===== src/rtl/wb_arbiter2.sv =====
// Two-master Wishbone B4 pipelined arbiter (m0 = instruction, m1 = data) with round-robin grant per bus cycle.
// Define WB_ARB_TIMEOUT_EN to add a watchdog that errors out a transfer the slave never answers.
module wb_arbiter2 #(
   parameter int AW              = 32,
   parameter int DW              = 32,
   parameter int MAX_OUTSTANDING = 4,
   parameter int TIMEOUT_CYCLES  = 256
) (
   input  logic            clk,
   input  logic            rst,
   input  logic            m0_cyc,
   input  logic            m0_stb,
   input  logic            m0_we,
   input  logic [AW-1:0]   m0_adr,
   input  logic [DW/8-1:0] m0_sel,
   input  logic [DW-1:0]   m0_dat_w,
   output logic [DW-1:0]   m0_dat_r,
   output logic            m0_ack,
   output logic            m0_err,
   output logic            m0_stall,
   input  logic            m1_cyc,
   input  logic            m1_stb,
   input  logic            m1_we,
   input  logic [AW-1:0]   m1_adr,
   input  logic [DW/8-1:0] m1_sel,
   input  logic [DW-1:0]   m1_dat_w,
   output logic [DW-1:0]   m1_dat_r,
   output logic            m1_ack,
   output logic            m1_err,
   output logic            m1_stall,
   output logic            s_cyc,
   output logic            s_stb,
   output logic            s_we,
   output logic [AW-1:0]   s_adr,
   output logic [DW/8-1:0] s_sel,
   output logic [DW-1:0]   s_dat_w,
   input  logic [DW-1:0]   s_dat_r,
   input  logic            s_ack,
   input  logic            s_err,
   input  logic            s_stall
);

   // state | meaning
   // IDLE  | no owner; slave sees no cycle, both masters stalled
   // GNT0  | m0 owns the slave port until it drops cyc
   // GNT1  | m1 owns the slave port until it drops cyc
   typedef enum logic [1:0] {IDLE = 2'd0, GNT0 = 2'd1, GNT1 = 2'd2} state_t;

   localparam int CW = $clog2(MAX_OUTSTANDING + 1);

   state_t        state;
   logic          ptr;
   logic [CW-1:0] count;

   logic gnt0, gnt1, granted;
   logic g_cyc, g_stb;
   logic full, busy;
   logic accept, retire, release_bus;
   logic timeout_hit;

   assign gnt0    = (state == GNT0);
   assign gnt1    = (state == GNT1);
   assign granted = gnt0 | gnt1;
   assign full    = (count == CW'(MAX_OUTSTANDING));
   assign busy    = (count != '0);
   assign g_cyc   = (gnt0 & m0_cyc) | (gnt1 & m1_cyc);
   assign g_stb   = (gnt0 & m0_stb) | (gnt1 & m1_stb);

`ifdef WB_ARB_TIMEOUT_EN
   localparam int TW = $clog2(TIMEOUT_CYCLES + 1);
   logic [TW-1:0] wd_cnt;
   logic          wd_run;

   assign wd_run      = granted & busy & ~s_ack & ~s_err;
   assign timeout_hit = wd_run & (wd_cnt == '0);

   // Down-counter reloads whenever the slave answers or nothing is outstanding.
   always_ff @(posedge clk) begin
      if (rst || !wd_run)
         wd_cnt <= TW'(TIMEOUT_CYCLES - 1);
      else if (wd_cnt != '0)
         wd_cnt <= wd_cnt - 1'b1;
   end
`else
   assign timeout_hit = 1'b0 & (TIMEOUT_CYCLES > 0);
`endif

   assign s_cyc   = g_cyc & ~timeout_hit;
   assign s_stb   = s_cyc & g_stb & ~full;
   assign s_we    = gnt1 ? m1_we    : m0_we;
   assign s_adr   = gnt1 ? m1_adr   : m0_adr;
   assign s_sel   = gnt1 ? m1_sel   : m0_sel;
   assign s_dat_w = gnt1 ? m1_dat_w : m0_dat_w;

   assign m0_dat_r = s_dat_r;
   assign m1_dat_r = s_dat_r;
   assign m0_stall = gnt0 ? (s_stall | full) : 1'b1;
   assign m1_stall = gnt1 ? (s_stall | full) : 1'b1;
   assign m0_ack   = gnt0 & s_ack & busy;
   assign m1_ack   = gnt1 & s_ack & busy;
   assign m0_err   = gnt0 & ((s_err & busy) | timeout_hit);
   assign m1_err   = gnt1 & ((s_err & busy) | timeout_hit);

   assign accept      = s_stb & ~s_stall;
   assign retire      = (s_ack | s_err) & busy;
   assign release_bus = granted & (~g_cyc | timeout_hit);

   always_ff @(posedge clk) begin
      if (rst) begin
         state <= IDLE;
         ptr   <= 1'b0;
         count <= '0;
      end else begin
         case (state)
            IDLE: begin
               count <= '0;
               if (m0_cyc && (!m1_cyc || !ptr))
                  state <= GNT0;
               else if (m1_cyc)
                  state <= GNT1;
            end
            GNT0, GNT1: begin
               // Releasing the bus abandons anything in flight; late acks are then dropped.
               if (release_bus) begin
                  state <= IDLE;
                  ptr   <= gnt0;
                  count <= '0;
               end else begin
                  count <= count + CW'(accept) - CW'(retire);
               end
            end
            default: state <= IDLE;
         endcase
      end
   end

endmodule


===== config.mk =====
export PLATFORM = sky130hd
export DESIGN_NAME = wb_arbiter2
export DESIGN_NICKNAME = d
export VERILOG_FILES = /design/src/rtl/wb_arbiter2.sv
export SDC_FILE = /design/constraint.sdc
export NUM_CORES = 1
export LEC_CHECK = 0
export CORE_AREA = 2 2 124 126
export DETAILED_ROUTE_END_ITERATION = 8
export DIE_AREA = 0 0 126 128
export SETUP_SLACK_MARGIN = 0.1
export SLEW_MARGIN = 20
export SYNTH_ARGS = -nofsm -noshare
export SYNTH_HDL_FRONTEND = slang
export SYNTH_SLANG_ARGS = --single-unit

===== constraint.sdc =====
create_clock -name clk -period 3.5 [get_ports clk]
set_clock_uncertainty 0.15 [all_clocks]
set_input_delay 1.05 -clock clk [delete_from_list [all_inputs] [get_ports clk]]
set_output_delay 1.05 -clock clk [all_outputs]
set_load 0.005 [all_outputs]

==> impl_metrics.env, run 1 <==
export IMPL_min_period_ns=3.40
export IMPL_min_delay_path_class="register to register"
export IMPL_cts_tree="built"
export IMPL_yosys_area_top_type="mux2_2"
export IMPL_numClockSinks=6
export IMPL_path_max_fanout=1
export IMPL_synthToLayoutAreaGrowth_pct=124
export IMPL_p_sw_mw=0.191
export IMPL_worstRegToRegCells=14
export IMPL_synthCells=204
export IMPL_start_util=0.121
export IMPL_r2r_slack_ns=0.38
export IMPL_clock_power_share=0.254
export IMPL_grt_pass1_vias=2213
export IMPL_io_buffers=223
export IMPL_synth_edf_count=0
export IMPL_power_density_mw_per_mm2=185
export IMPL_worstMarginPinSlew_ns=0.335
export IMPL_critical_path_class="primary input to output port"
export IMPL_syn_num_nets=390
export IMPL_fp_dieH_um=128
export IMPL_drt_iter0_markers=7
export IMPL_synth_top_cells_by_area="mux2_2 (43%), buf_4 (27%), dfxtp_1 (6.7%), ha_1 (4.2%), buf_2 (2.2%)"
export IMPL_sw_frac_of_total=0.258
export IMPL_post_synth_mux_area_share=0.432
export IMPL_finalSetupViolCount=0
export IMPL_final_cell_mix="clkdlybuf4s50_1 (164), mux2_2 (69), dlygate4sd2_1 (32), dlymetal6s2s_1 (26), buf_4 (12)"
export IMPL_cts_clk_slew_worst_paths_ns=0.03
export IMPL_synth_top_cell_area_share=0.432
export IMPL_hold_viol=0
export IMPL_period_share=0.971
export IMPL_routed_wl_mm=9.35
export IMPL_r2r_end="count[2]"
export IMPL_ys_warn_count=0
export IMPL_synth_compound_area_share=0.0633
export IMPL_whs_ns=0.320
export IMPL_avgRoutedWirePerCell_um=16.6
export IMPL_first_pass_iters=4
export IMPL_synth_xor_area_share=0.00487
export IMPL_cp_arrival_ns=2.20
export IMPL_startpoint_type="primary input"
export IMPL_antenna_found_initial=2
export IMPL_holdPathStages=2
export IMPL_drive_gt1_frac=0.260
export IMPL_grt_max_degree=22
export IMPL_r2r_start="state[0]"
export IMPL_die_area_mm2=0.0161
export IMPL_final_common_cell="clkdlybuf4s50_1"
export IMPL_cts_hold_buffers=0
export IMPL_cts_buffers=3
export IMPL_synthSimpleGateAreaFrac=0.0744
export IMPL_synth_top_family_by_area="multiplexers"
export IMPL_core_mm2=0.0149
export IMPL_ir_drop_uv=112
export IMPL_relSlewSlack=0.777
export IMPL_grt_pass1_wl_mm=12.8
export IMPL_syn_area_per_cell_um2=8.82
export IMPL_io_pins=320
export IMPL_tns_ns=0
export IMPL_post_dp_hpwl_mm=8.34
export IMPL_place_inst=552
export IMPL_rsz0062_at_grt="yes"
export IMPL_synth_seq_area_share=0.0668
export IMPL_fin_util=0.271
export IMPL_overflow=0
export IMPL_synth_fa_ha_area_frac=0.0529
export IMPL_synth_cell_types=28
export IMPL_combPwrFrac=0.646
export IMPL_endpoint_kind="output port"
export IMPL_status="finished, final reports clean"
export IMPL_drc=0
export IMPL_fmax_ghz=0.294
export IMPL_final_cells=563
export IMPL_place_congestion=0.777
export IMPL_ctsLongestPathBuffers=2
export IMPL_dieWidth_um=126
export IMPL_ant_nets=0
export IMPL_synth_area_mm2=0.00180
export IMPL_root_buffer="clkbuf_16"
export IMPL_holdPathEnd="count[0]"
export IMPL_viasPerCell=3.71
export IMPL_intPower_mw=0.551
export IMPL_power_frac_seq=0.100
export IMPL_vias=2087
export IMPL_hold_path_startpoint="count[0]"
export IMPL_htreeDepth=1
export IMPL_p_leak_nw=1.76
export IMPL_synth_main_ff_cell="dfxtp_1"
export IMPL_async_flop_share=0
export IMPL_cp_required_ns=2.30
export IMPL_final_nets=561
export IMPL_finalMaxSlewViolations=0
export IMPL_ys_ff_latch=6
export IMPL_max_cap_violations=0
export IMPL_clk_latency_ns=0.23
export IMPL_grt_use_total=0.104
export IMPL_rows=45
## worst max-delay path, cell delays in order
cell and delay, ns:
clkdlybuf4s50_1 0.43, mux2_2 0.27, clkdlybuf4s50_1 0.45
## what timing repair did
| action | 4_1_cts | 5_1_grt |
|---|---|---|
| buffers inserted | 0 | 6 |
| pin swaps | 1 | 6 |
| endpoints found under the setup margin | 32 | 28 |
| resized for setup | 37 | 28 |
## state kept, by name, indices dropped and copies added (netlist names)
name	cells
count	3
ptr	1
state	2
## worst max path at each step
stage,endpoint,startpoint,cells after the start
2_1_floorplan,count[2],m1_stb,11
6_report,s_adr[3],m1_adr[3],3
3_3_place_gp,count[2],m1_stb,12
5_1_grt,s_adr[3],m1_adr[3],3
4_1_cts,count[2],m1_stb,12
3_5_place_dp,count[2],m1_stb,12
## layer usage
metal	global-route usage	routed length, um	vias to the layer above
met4	0.0388	211	0
met5	0	0	-
met3	0.0376	965	14
met2	0.188	4810	138
li1	-	-	994
met1	0.112	3370	941
## area by class of cell
class                      instances  area, um2
clock buffer                       3       75.1
sequential                         6        120
fill                            1625      10800
tap                              188        235
multi-input combinational        118       1150
antenna                            2       5.00
inverter                           8       30.0
timing repair buffer             238       2410
## stage by stage
| stage | cell area, um2 | setup slack [ns] | total power, mW |
|---|---|---|---|
| 6_report | 4030 | 0.102 | 0.743 |
| 5_1_grt | 4020 | 0.0846 | 0.782 |
| 4_1_cts | 3900 | -0.00826 | 0.757 |
| 3_5_place_dp | 3860 | -0.357 | 0.583 |
| 3_3_place_gp | 3860 | -0.257 | 0.580 |
| 2_1_floorplan | 1800 | 0.274 | 0.276 |
## Yosys cell counts (2+ instances only)
library cell	number
ha_1	6
a21boi_0	2
o21ai_0	2
and3_1	2
dfxtp_1	6
buf_4	64
nand3_1	2
buf_2	8
nor2_1	5
inv_1	8
nand2_1	7
and3_2	2
a21oi_1	5
nand4_1	3
mux2_2	69
## power groups by stage
stage               clock [mW]  sequential, mW  combinational [mW]
CTS                      0.192          0.0746               0.490
global route             0.194          0.0748               0.513
detailed placement           0          0.0756               0.508
global placement             0          0.0754               0.504
floorplan                    0          0.0747               0.201
finish                   0.189          0.0745               0.480
## kinds of logic (layout without fill, tap and decap cells)
group           Yosys count  in the layout
fa+ha+maj                 7              7
buf+inv                  80            249
mux                      69             69
simple gates             25             25
flops                     6              6
compound gates           16             16
other cells               0              2
xor+xnor                  1              1
(Power assumes the default switching activity.)
==> run 2: changes to the inputs <==
==> config.mk (replaced) <==
export PLATFORM = sky130hd
export DESIGN_NAME = wb_arbiter2
export DESIGN_NICKNAME = d
export VERILOG_FILES = /design/src/rtl/wb_arbiter2.sv
export SDC_FILE = /design/constraint.sdc
export NUM_CORES = 1
export LEC_CHECK = 0
export CORE_AREA = 2 2 123 125
export DETAILED_ROUTE_END_ITERATION = 8
export DIE_AREA = 0 0 125 127
export SETUP_SLACK_MARGIN = 0.1
export SLEW_MARGIN = 40
export SYNTH_ARGS = -nofsm -noshare
export SYNTH_HDL_FRONTEND = slang
export SYNTH_SLANG_ARGS = --single-unit
==> constraint.sdc (replaced) <==
create_clock -name clk -period 3.1 [get_ports clk]
set_clock_uncertainty 0.15 [all_clocks]
set_input_delay 0.93 -clock clk [delete_from_list [all_inputs] [get_ports clk]]
set_output_delay 0.93 -clock clk [all_outputs]
set_load 0.005 [all_outputs]
==> run 2 against run 1 <==
Against the previous run: final area is 3.0% lower; critical endpoint is now count[2]; sequential share of layout area grew 0.094 points; routed wire length is 2.3% lower; highest routed layer unchanged; largest power group unchanged; die area is 1.6% lower; count of clock-buffer cells in the layout stayed put; via count hardly changed; critical path type is now primary input to register; worst setup slack worse by 0.018 ns; final cell count fell by 1.8%; total power rose by 9.8%; clock power up 13%; core utilization is essentially flat; critical path depth up 9.
==> impl_metrics.env, run 2 (synthesized netlist as in run 1, its figures left out) <==
export IMPL_status="finished, final reports clean"
export IMPL_power_density_mw_per_mm2=209
export IMPL_numClockSinks=6
export IMPL_io_pins=320
export IMPL_htreeDepth=1
export IMPL_cts_tree="built"
export IMPL_routed_wl_mm=9.14
export IMPL_avgRoutedWirePerCell_um=16.5
export IMPL_num_antenna_cells=0
export IMPL_period_share=0.973
export IMPL_cts_clk_slew_worst_paths_ns=0.03
export IMPL_worst_slack_ns=0.0847
export IMPL_root_buffer="clkbuf_16"
export IMPL_finalPower_mw=0.816
export IMPL_worstMarginPinSlew_ns=0.280
export IMPL_antenna_found_initial=0
export IMPL_critical_path_class="primary input to register"
export IMPL_cts_buffers=3
export IMPL_first_pass_iters=4
export IMPL_startpoint_type="primary input"
export IMPL_ctsLongestPathBuffers=2
export IMPL_vias=2089
export IMPL_fmax_ghz=0.332
export IMPL_post_dp_hpwl_mm=8.26
export IMPL_grt_max_degree=22
export IMPL_overflow=0
export IMPL_start_util=0.125
export IMPL_core_mm2=0.0144
export IMPL_endpoint_kind="register"
export IMPL_rows=44
export IMPL_final_area_mm2=0.00390
export IMPL_dieWidth_um=125
export IMPL_p_leak_nw=1.58
export IMPL_top_register="count"
export IMPL_finalMaxSlewViolations=0
export IMPL_final_common_cell="clkdlybuf4s50_1"
export IMPL_drive_gt1_frac=0.274
export IMPL_relSlewSlack=0.813
export IMPL_cp_required_ns=3.10
export IMPL_path_max_fanout=2
export IMPL_ir_drop_uv=147
export IMPL_whs_ns=0.325
export IMPL_ant_nets=0
export IMPL_viasPerCell=3.78
export IMPL_grt_use_total=0.107
export IMPL_final_nets=557
export IMPL_grt_pass1_wl_mm=13.2
export IMPL_largest_reg_flops=3
export IMPL_finalSetupViolCount=0
export IMPL_die_area_mm2=0.0159
export IMPL_fp_dieH_um=127
export IMPL_min_delay_path_class="register to register"
export IMPL_io_buffers=223
export IMPL_max_cap_violations=0
export IMPL_reg_top3="count (3), state (2), ptr (1)"
export IMPL_grt_pass1_vias=2336
export IMPL_place_area_mm2=0.00386
export IMPL_drc=0
export IMPL_drt_iter0_markers=49
export IMPL_clk_latency_ns=0.23
export IMPL_dpl_worst_slack_ns=-0.518
export IMPL_hold_viol=0
export IMPL_cp_arrival_ns=3.02
export IMPL_fin_util=0.271
export IMPL_place_congestion=0.787
export IMPL_min_period_ns=3.02
export IMPL_rsz0062_at_grt="yes"
export IMPL_final_cell_mix="clkdlybuf4s50_1 (138), mux2_2 (64), dlygate4sd2_1 (64), clkdlybuf4s15_1 (17), buf_4 (9)"
export IMPL_synthToLayoutAreaGrowth_pct=117
==> run 2: power breakdown <==
part | switching, mW | internal [mW] | total [mW]
Combinational | 0.172 | 0.347 | 0.518
Clock | 0.0468 | 0.166 | 0.213
Sequential | 0.00388 | 0.0811 | 0.0850
==> run 2: layout make-up <==
type	instances	area, um2
fill	1583	10500
timing repair buffer	234	2270
multi-input combinational	118	1180
tap	184	230
sequential	6	120
clock buffer	3	75.1
inverter	8	30.0
==> run 2: worst paths after layout <==
| path | start | slack [ns] | endpoint | cells past startpoint |
|---|---|---|---|---|
| hold / removal | count[0] | 0.32 | count[0] | 2 |
| setup reg to reg | state[0] | 0.20 | count[2] | 13 |
| hold reg to reg | count[0] | 0.32 | count[0] | 2 |
| setup / recovery | m1_stb | 0.08 | count[2] | 12 |
==> run 2: repair_timing <==
| item | CTS | global route |
|---|---|---|
| gates resized for setup | 108 | 17 |
| gates cloned | 0 | 0 |
| hold buffers | 0 | 0 |
| setup endpoints to repair | 79 | 21 |
| pin swaps | 8 | 8 |
| buffers inserted | 0 | 0 |
==> run 2: layer usage <==
metal / wire length [um] / global-route usage / vias up
li1: - / - / 982
met1: 3580 / 0.121 / 912
met2: 4400 / 0.194 / 182
met3: 1020 / 0.0356 / 13
met4: 144 / 0.0261 / 0
met5: 0 / 0 / -
==> run 2: metrics by stage <==
| step | std cells | setup TNS [ns] |
|---|---|---|
| 5_1_grt | 553 | -0.0250 |
| 3_5_place_dp | 550 | -6.39 |
| 6_report | 553 | 0 |
| 3_3_place_gp | 550 | -6.10 |
| 4_1_cts | 553 | -0.0380 |
| 2_1_floorplan | 204 | 0 |
==> run 2: critical path, stage by stage <==
cell     delay [ns]
buf_6          0.09
a21oi_2        0.09
and3b_2        0.24
o21ai_2        0.13
ha_1           0.23
inv_1          0.06
ha_2           0.16
inv_2          0.03
fa_2           0.33
xor2_1         0.15
or4_1          0.40
a31oi_1        0.15
